`src/rtl/mem_pkg.sv`:
```
// Shared encodings for the MEM-stage memory access unit.
// Size codes, FSM states and big-endian lane-select helpers.
package mem_pkg;

   localparam logic [1:0] SZ_BYTE = 2'b00;
   localparam logic [1:0] SZ_HALF = 2'b01;
   localparam logic [1:0] SZ_WORD = 2'b10;

   typedef enum logic [1:0] {
      IDLE = 2'd0,
      RD   = 2'd1,
      WR   = 2'd2,
      RESP = 2'd3
   } state_t;

   localparam logic [31:0] BYTE_MASK = 32'h0000_00FF;
   localparam logic [31:0] HALF_MASK = 32'h0000_FFFF;

   // Big-endian: byte offset k sits at bit 8*(3-k); (3-k) == ~k for two bits.
   function automatic logic [4:0] byte_shift(input logic [1:0] off);
      return {~off, 3'b000};
   endfunction

   function automatic logic [4:0] half_shift(input logic [1:0] off);
      return off[1] ? 5'd0 : 5'd16;
   endfunction

   // Encoding 11 behaves as a word.
   function automatic logic is_word(input logic [1:0] sz);
      return sz[1];
   endfunction

endpackage

```
`src/rtl/mem_load_align.sv`:
```
// Combinational lane extract with sign/zero extend, and store-lane merge.
// Zero latency; no flow control.
module mem_load_align
   import mem_pkg::*;
(
   input  logic [31:0] word,
   input  logic [1:0]  offset,
   input  logic [1:0]  size,
   input  logic        is_unsigned,
   input  logic [31:0] wdata,
   output logic [31:0] load_data,
   output logic [31:0] merged
);

   logic [4:0]  sh;
   logic [31:0] mask;
   logic [31:0] lane;
   logic        sign;

   always_comb begin
      sh        = (size == SZ_BYTE) ? byte_shift(offset) : half_shift(offset);
      mask      = (size == SZ_BYTE) ? BYTE_MASK : HALF_MASK;
      lane      = (word >> sh) & mask;
      sign      = ~is_unsigned & ((size == SZ_BYTE) ? lane[7] : lane[15]);
      load_data = word;
      merged    = wdata;
      if (!is_word(size)) begin
         load_data = lane | (sign ? ~mask : 32'h0);
         merged    = (word & ~(mask << sh)) | ((wdata & mask) << sh);
      end
   end

endmodule

```
`src/rtl/mem_access_unit.sv`:
```
// MEM-stage load/store initiator with RMW sub-word stores; MEM_MISALIGN_TRAP_EN traps misaligned accesses.
// Latency: load/word store 2 cycles, sub-word store 3, misaligned trap 1.
// Backpressure: stall held while a request is pending until the one-cycle RESP.
module mem_access_unit
   import mem_pkg::*;
(
   input  logic        clk,
   input  logic        rst_n,
   input  logic        req_valid,
   input  logic        req_write,
   input  logic [1:0]  req_size,
   input  logic        req_unsigned,
   input  logic [31:0] req_addr,
   input  logic [31:0] req_wdata,
   output logic        stall,
   output logic        resp_valid,
   output logic [31:0] resp_rdata,
   output logic        misalign,
   output logic [31:0] mem_address,
   output logic [31:0] mem_wr_data,
   output logic        mem_MemWrite,
   output logic        mem_MemRead,
   input  logic [31:0] mem_read_data
);

   state_t      state, next_state;
   logic [31:0] addr_q, wdata_q, word_q;
   logic [1:0]  size_q;
   logic        unsigned_q, write_q, mis_q;
   logic        req_mis;
   logic [31:0] req_addr_al;
   logic [31:0] load_data, merged;

`ifdef MEM_MISALIGN_TRAP_EN
   assign req_mis     = ((req_size == SZ_HALF) && req_addr[0]) ||
                        (is_word(req_size) && (req_addr[1:0] != 2'b00));
   assign req_addr_al = req_addr;
`else
   assign req_mis = 1'b0;
   // Misaligned requests are silently pulled down to their natural boundary.
   always_comb begin
      req_addr_al = req_addr;
      if (req_size == SZ_HALF)
         req_addr_al[0] = 1'b0;
      else if (is_word(req_size))
         req_addr_al[1:0] = 2'b00;
   end
`endif

   always_ff @(posedge clk or negedge rst_n) begin
      if (!rst_n)
         state <= IDLE;
      else
         state <= next_state;
   end

   always_ff @(posedge clk or negedge rst_n) begin
      if (!rst_n) begin
         addr_q     <= '0;
         wdata_q    <= '0;
         word_q     <= '0;
         size_q     <= '0;
         unsigned_q <= 1'b0;
         write_q    <= 1'b0;
         mis_q      <= 1'b0;
      end else begin
         if (state == IDLE && req_valid) begin
            addr_q     <= req_addr_al;
            wdata_q    <= req_wdata;
            size_q     <= req_size;
            unsigned_q <= req_unsigned;
            write_q    <= req_write;
            mis_q      <= req_mis;
         end
         if (state == RD)
            word_q <= mem_read_data;
      end
   end

   always_comb begin
      next_state = state;
      case (state)
         IDLE: begin
            if (req_valid) begin
               if (req_mis)
                  next_state = RESP;
               else if (req_write && is_word(req_size))
                  next_state = WR;
               else
                  next_state = RD;
            end
         end
         RD:      next_state = write_q ? WR : RESP;
         WR:      next_state = RESP;
         default: next_state = IDLE;
      endcase
   end

   mem_load_align u_align (
      .word        (word_q),
      .offset      (addr_q[1:0]),
      .size        (size_q),
      .is_unsigned (unsigned_q),
      .wdata       (wdata_q),
      .load_data   (load_data),
      .merged      (merged)
   );

   // Strobes decode from state alone so async reset drops them immediately.
   always_comb begin
      mem_MemRead  = (state == RD);
      mem_MemWrite = (state == WR);
      mem_address  = {addr_q[31:2], 2'b00};
      mem_wr_data  = '0;
      resp_valid   = 1'b0;
      resp_rdata   = '0;
      misalign     = 1'b0;
      stall        = req_valid && (state != RESP);
      case (state)
         WR: mem_wr_data = is_word(size_q) ? wdata_q : merged;
         RESP: begin
            resp_valid = 1'b1;
            misalign   = mis_q;
            if (!write_q && !mis_q)
               resp_rdata = load_data;
         end
         default: ;
      endcase
   end

endmodule

```
`config.mk`:
```
export PLATFORM = sky130hd
export DESIGN_NAME = mem_access_unit
export DESIGN_NICKNAME = d
export VERILOG_FILES = /design/src/rtl/mem_pkg.sv /design/src/rtl/mem_load_align.sv /design/src/rtl/mem_access_unit.sv
export SDC_FILE = /design/constraint.sdc
export NUM_CORES = 1
export LEC_CHECK = 0
export ABC_AREA = 1
export CORE_AREA = 2 2 123 125
export CTS_BUF_LIST = sky130_fd_sc_hd__clkbuf_8 sky130_fd_sc_hd__clkbuf_16
export CTS_CLUSTER_SIZE = 24
export DETAILED_ROUTE_END_ITERATION = 12
export DIE_AREA = 0 0 125 127
export PLACE_DENSITY = 0.82
export SETUP_SLACK_MARGIN = 0.3
export SLEW_MARGIN = 40
export SYNTH_ARGS = -nofsm -noshare
export SYNTH_HDL_FRONTEND = slang
export SYNTH_SLANG_ARGS = --single-unit
export TNS_END_PERCENT = 5
```
`constraint.sdc`:
```
create_clock -name clk -period 2.05 [get_ports clk]
set_clock_uncertainty 0.1 [all_clocks]
set_input_delay 0.615 -clock clk [delete_from_list [all_inputs] [get_ports clk]]
set_output_delay 0.615 -clock clk [all_outputs]
set_load 0.02 [all_outputs]
```
==> flow_summary.toml, run 1 <==
[global_routing]
first_global_vias = 5746
antenna_found_initial = 0
gr-total-overflow = 0
grt_pass1_wl_mm = 29.8
grt_usage = 0.237
grt_max_degree = 57

[synth]
yosysWarnings = 0
synth_area_leader_cell = "dfrtp_1"
synth-simple-area-share = 0.229
synthAdderAreaFrac = 0.00883
ys_ff_latch = 102
yosys-top-cells-area = "dfrtp_1 (45%), nand2_1 (15%), o21ai_0 (8.8%), a21oi_1 (4.9%), nor2_1 (4.7%)"
avgSynthCellArea_um2 = 7.53
muxShareOfSynthArea = 0.0179
synth_compound_area_frac = 0.166
ys_seq_area_frac = 0.450
synth_top_family_by_area = "simple AND/OR/NAND/NOR gates"
synth_xor_area_frac = 0
syn_area_um2 = 5670
synth_cell_type_count = 28
syn_inst = 753
synth_top_area_share = 0.450

[place]
dpl.hpwl_mm = 13.9
gp_congestion = 0.898
dp_cells = 1142
place_ws_ns = -0.753
io_buffers = 200
placed_cell_area_um2 = 8310

[sta]
timing.fmax_ghz = 0.371
setup_viol = 66
hold_violations = 0
post-route-min-period_ns = 2.70
fin_hold_ws_ns = 0.0679
fin_crit_sh = 1.32
rsz0062_at_grt = "yes"
slew_viol_final = 0
timing.final.ws_setup_ns = -0.649

[floorplan]
row_count = 44
ioPinCount = 204
start_util = 0.393
die_height_um = 127
die_x_um = 125
die_area_um2 = 15900
coreArea_um2 = 14400

[cts]
cts_tree = "built"
cts_buffers = 9
htreeDepth = 3
ctsLongestPathBuffers = 2
root_buffer = "clkbuf_16"
cts_num_sinks = 102
worstSkewPairLatency_ns = 0.34
cts_hold_buf = 0
clkTransAtPathRegs_ns = 0.07

[status]
violations = "setup timing"
status = "finished with violations"

[final_layout]
layout_commonest_cell = "nand2_1"
stdcell_count = 1177
synthToLayoutAreaGrowth_pct = 58.5
final_design_area_no_fill_um2 = 8980
diodes = 0
most-common-layout-cells = "nand2_1 (210), clkdlybuf4s50_1 (101), buf_4 (101)"
layout-drive-gt1-share = 0.333
fin_nets = 1096

[routing]
drtAntennaViolNets = 0
wl_per_cell_um = 16.6
wirelength_mm = 19.5
route.detailed.drc = 0
via_count = 5982
dr.first_iter.drc_count = 422
dr.pass1.iters = 5
viasPerCell = 5.08

[worst_setup_path]
path_max_fanout = 12
worstPathArrival_ns = 1.98
endpoint_kind = "output pin"
critPathKind = "flop to output pin"
critPathRequiredTime_ns = 1.33
cp-start-kind = "flop"

[power_and_ir_drop]
power-per-cell-area_nw_per_um2 = 1720
leakage_uw = 0.00427
peakVddDrop_mv = 0.660

[min_path]
min_path_type = "input pin to asynchronous set/reset pin"

[flow_run]
drv_cap = 0
worst max-delay path: stages (launching register included):
cell,delay [ns]
dfrtp_2,0.46
nor2_8,0.14
nand2_4,0.10
buf_4,0.16
nand2_4,0.09
buf_12,0.14
nor2_1,0.05
a21oi_1,0.18
o21ai_1,0.08
inv_1,0.10
buf_6,0.13
through the flow:
step / utilization / total power (µW) / TNS, ns
CTS: 0.612 / 14700 / -32.88
floorplan: - / 9030 / -2.60
detailed placement: 0.576 / 12500 / -39.90
global route: 0.623 / 16400 / -39.91
finish: 0.623 / 15400 / -34.44
global placement: 0.576 / 12300 / -38.07
where the power goes:
group	leakage (µW)	total (µW)	internal, µW	switching [µW]
Clock	0.000139	1590	842	750
Sequential	0.00125	3640	3000	643
Combinational	0.00288	10200	4330	5870
metal layers:
metal / GRT usage / vias to the layer above / part of all wire
li1: - / 2836 / -
met1: 0.298 / 2787 / 0.40
met2: 0.380 / 298 / 0.47
met3: 0.0607 / 61 / 0.087
met4: 0.120 / 0 / 0.048
met5: 0 / - / 0
synth_stat cells, drive strengths merged:
cell    count
clkbuf     26
dfrtp     102
a21oi      57
o22ai      17
nor2       82
buf        50
a221oi      1
inv        69
nand3       5
nand2     224
mux2        9
o21ai     100
nand4       1
a31o        1
ha          4
a22oi       4
conb        1
kinds of logic (layout without fill, tap and decap cells):
| group | count (synthesis) | after routing |
|---|---|---|
| multiplexers | 9 | 9 |
| adder cells (fa/ha/maj) | 4 | 4 |
| flip-flops | 102 | 102 |
| AO/OA/AOI/OAI | 180 | 180 |
| other | 1 | 3 |
| AND/OR/NAND/NOR | 312 | 313 |
| buffers and inverters | 145 | 382 |
sequential cells by signal (all words and copies together), names as in the netlist:
name        count
addr_q         32
wdata_q        32
state           2
size_q          2
unsigned_q      1
word_q         32
write_q         1
final timing paths:
check                                 from  slack, ns               to  cells past startpoint
worst max-delay path             size_q[1]      -0.65  mem_wr_data[22]                     10
worst min-delay path                 rst_n       0.07      wdata_q[24]                      1
worst max register to register    state[1]       0.32       wdata_q[5]                      8
worst min register to register  addr_q[21]       0.38       addr_q[21]                      2
max in group asynchronous            rst_n       1.14       addr_q[22]                      2
min in group clk                addr_q[21]       0.38       addr_q[21]                      2
area by class of cell:
type	count	area (µm²)
fill	1156	5440
multi-input combinational	509	2880
timing repair buffer	298	2790
sequential	102	2550
inverter	69	259
clock buffer	10	239
tap	184	230
clock inverter	5	27.5
timing repair:
item	in CTS	in global routing
gates cloned	1	1
setup buffers	10	8
setup endpoints to repair	107	144
gates resized for setup	459	91
pin swaps	16	20
(Power assumes the default switching activity.)
==> run 2: changes to the inputs <==
- GPL_TIMING_DRIVEN: not set -> 0
- MAX_ROUTING_LAYER: not set -> met4
==> run 2 against run 1 <==
The flow still finishes with violations (setup timing). Register-to-register slack got worse by 0.10 ns. Setup slack got worse by 0.061 ns. Sequential power rose by 2%. Critical path depth rose by 2. Critical path type unchanged. Critical endpoint is now resp_rdata[24].
==> flow_summary.toml, run 2 (synthesis gave the netlist of run 1 again) <==
[floorplan]
die_height_um = 127
coreArea_um2 = 14400
ioPinCount = 204
die_area_um2 = 15900
start_util = 0.393
die_x_um = 125
row_count = 44

[sta]
hold_violations = 0
fin_setup_tns_ns = -38.46
setup_viol = 65
slew_viol_final = 0
timing.final.ws_setup_ns = -0.710
rsz0062_at_grt = "yes"
fin_crit_sh = 1.35
post-route-min-period_ns = 2.76
timing.fmax_ghz = 0.362

[flow_run]
drv_cap = 0

[routing]
route.detailed.drc = 0
dr.first_iter.drc_count = 398
wl_per_cell_um = 17.1
dr.pass1.iters = 5
drtAntennaViolNets = 0
wirelength_mm = 19.9
via_count = 5916
viasPerCell = 5.06

[final_layout]
layout-drive-gt1-share = 0.297
most-common-layout-cells = "nand2_1 (212), clkdlybuf4s50_1 (101), dfrtp_1 (100)"
layout_commonest_cell = "nand2_1"
n_fill_cell = 1263
synthToLayoutAreaGrowth_pct = 55.2
diodes = 0
biggestRegsByFlops = "addr_q: 32 flops, wdata_q: 32 flops, word_q: 32 flops"
fin_nets = 1087

[status]
violations = "setup timing"
status = "finished with violations"

[cts]
htreeDepth = 3
cts_num_sinks = 102
ctsLongestPathBuffers = 2
cts_hold_buf = 0
worstSkewPairLatency_ns = 0.36
clkTransAtPathRegs_ns = 0.07
cts_tree = "built"
cts_buffers = 9
root_buffer = "clkbuf_16"

[worst_setup_path]
endpoint_kind = "output pin"
cp-start-kind = "flop"
rrSetupSlack_ns = 0.22
critPathMaxStageDelay_ns = 0.37
r2r-end = "word_q[6]"
worstPathArrival_ns = 2.04
slowest_stage = "dfrtp_1"
critPathKind = "flop to output pin"
crit_chain = "buf_6 -> nor2_8 -> nand2_4 -> nand2_2 -> nand3_2 -> nand2_2 -> nand3_4 -> nand2_4 -> nand2_8 -> buf_12 -> nor2_4 -> buf_6"
rr_worst_depth = 5
critPathRequiredTime_ns = 1.33
path_max_fanout = 8
r2r-start = "state[1]"

[power_and_ir_drop]
p_total_uw = 15000
power-per-cell-area_nw_per_um2 = 1710
leakage_uw = 0.00423
peakVddDrop_mv = 0.790

[global_routing]
gr-total-overflow = 0
antenna_found_initial = 0
use_met3 = 0.0544
grt_pass1_wl_mm = 30.8
grt_max_degree = 56
busiest_layer = "met2"
gr-usage-met1 = 0.325
grt_use_met2 = 0.397
grt_usage = 0.256
first_global_vias = 5810

[place]
io_buffers = 200
place_ws_ns = -0.868
dpl.hpwl_mm = 14.6
gp_congestion = 0.968

[min_path]
min_path_type = "input pin to asynchronous set/reset pin"
-- run 2: cell count changes in the layout (fill, tap and decap cells not counted), sizes merged --
| cell | delta |
|---|---|
| nand2 | -1 |
| buf | -11 |
| bufinv | +1 |
| clkdlybuf4s15 | -5 |
| dlygate4sd2 | +4 |
| clkinv | -1 |
| clkbuf | +5 |
-- run 2: report_power, final --
part | leakage (µW) | switching (µW) | internal (µW)
Clock | 0.000156 | 790 | 1000
Sequential | 0.00125 | 705 | 3000
Combinational | 0.00282 | 5610 | 3890
-- run 2: worst max-delay path by stage --
| stage | from | endpoint | slack [ns] | cells past startpoint |
|---|---|---|---|---|
| 6_report | size_q[1] | resp_rdata[24] | -0.71 | 12 |
| 5_1_grt | size_q[1] | resp_rdata[24] | -0.80 | 12 |
| 4_1_cts | size_q[1] | mem_wr_data[20] | -0.73 | 10 |
| 3_5_place_dp | size_q[1] | mem_wr_data[23] | -0.87 | 10 |
| 3_3_place_gp | rst_n | word_q[18] | -3.72 | 1 |
| 2_1_floorplan | size_q[1] | resp_rdata[21] | -0.09 | 11 |
-- run 2: worst max-delay path, delay by kind of cell (launching register included) --
kind / cells / cell delay (ns)
buf+inv: 3 / 0.41
flops: 1 / 0.37
simple gates: 9 / 0.90
-- run 2: per-layer routing --
layer  routed length [µm]  vias up
met5                    0        -
li1                     -     2815
met3                 1710       55
met2                 9320      322
met1                 8160     2724
met4                  756        0
-- run 2: cell type report --
class                           instances  area (µm²)  area share
Timing Repair Buffer                  214        2080       0.237
Sequential cell                       102        2550       0.291
Clock buffer                           11         253      0.0287
Multi-Input combinational cell        508        2780       0.316
Clock inverter                          5        48.8     0.00555
Inverter                               69         264      0.0300
Buffer                                 76         584      0.0664
Tap cell                              184         230      0.0262
-- run 2: timing repair --
item | 4_1_cts | 5_1_grt
pin swaps | 10 | 7
setup endpoints to repair | 199 | 183
gates resized for setup | 419 | 92
cloned | 1 | 0
setup buffers | 9 | 3
-- run 2: through the flow --
step	util	instances	area [µm²]	hold slack, ns
2_1_floorplan	-	755	5880	0.219
3_3_place_gp	0.562	1139	8110	0.363
3_5_place_dp	0.565	1140	8140	0.366
4_1_cts	0.596	1166	8600	0.0620
5_1_grt	0.610	1169	8790	0.0895
6_report	0.610	1169	8790	0.0636
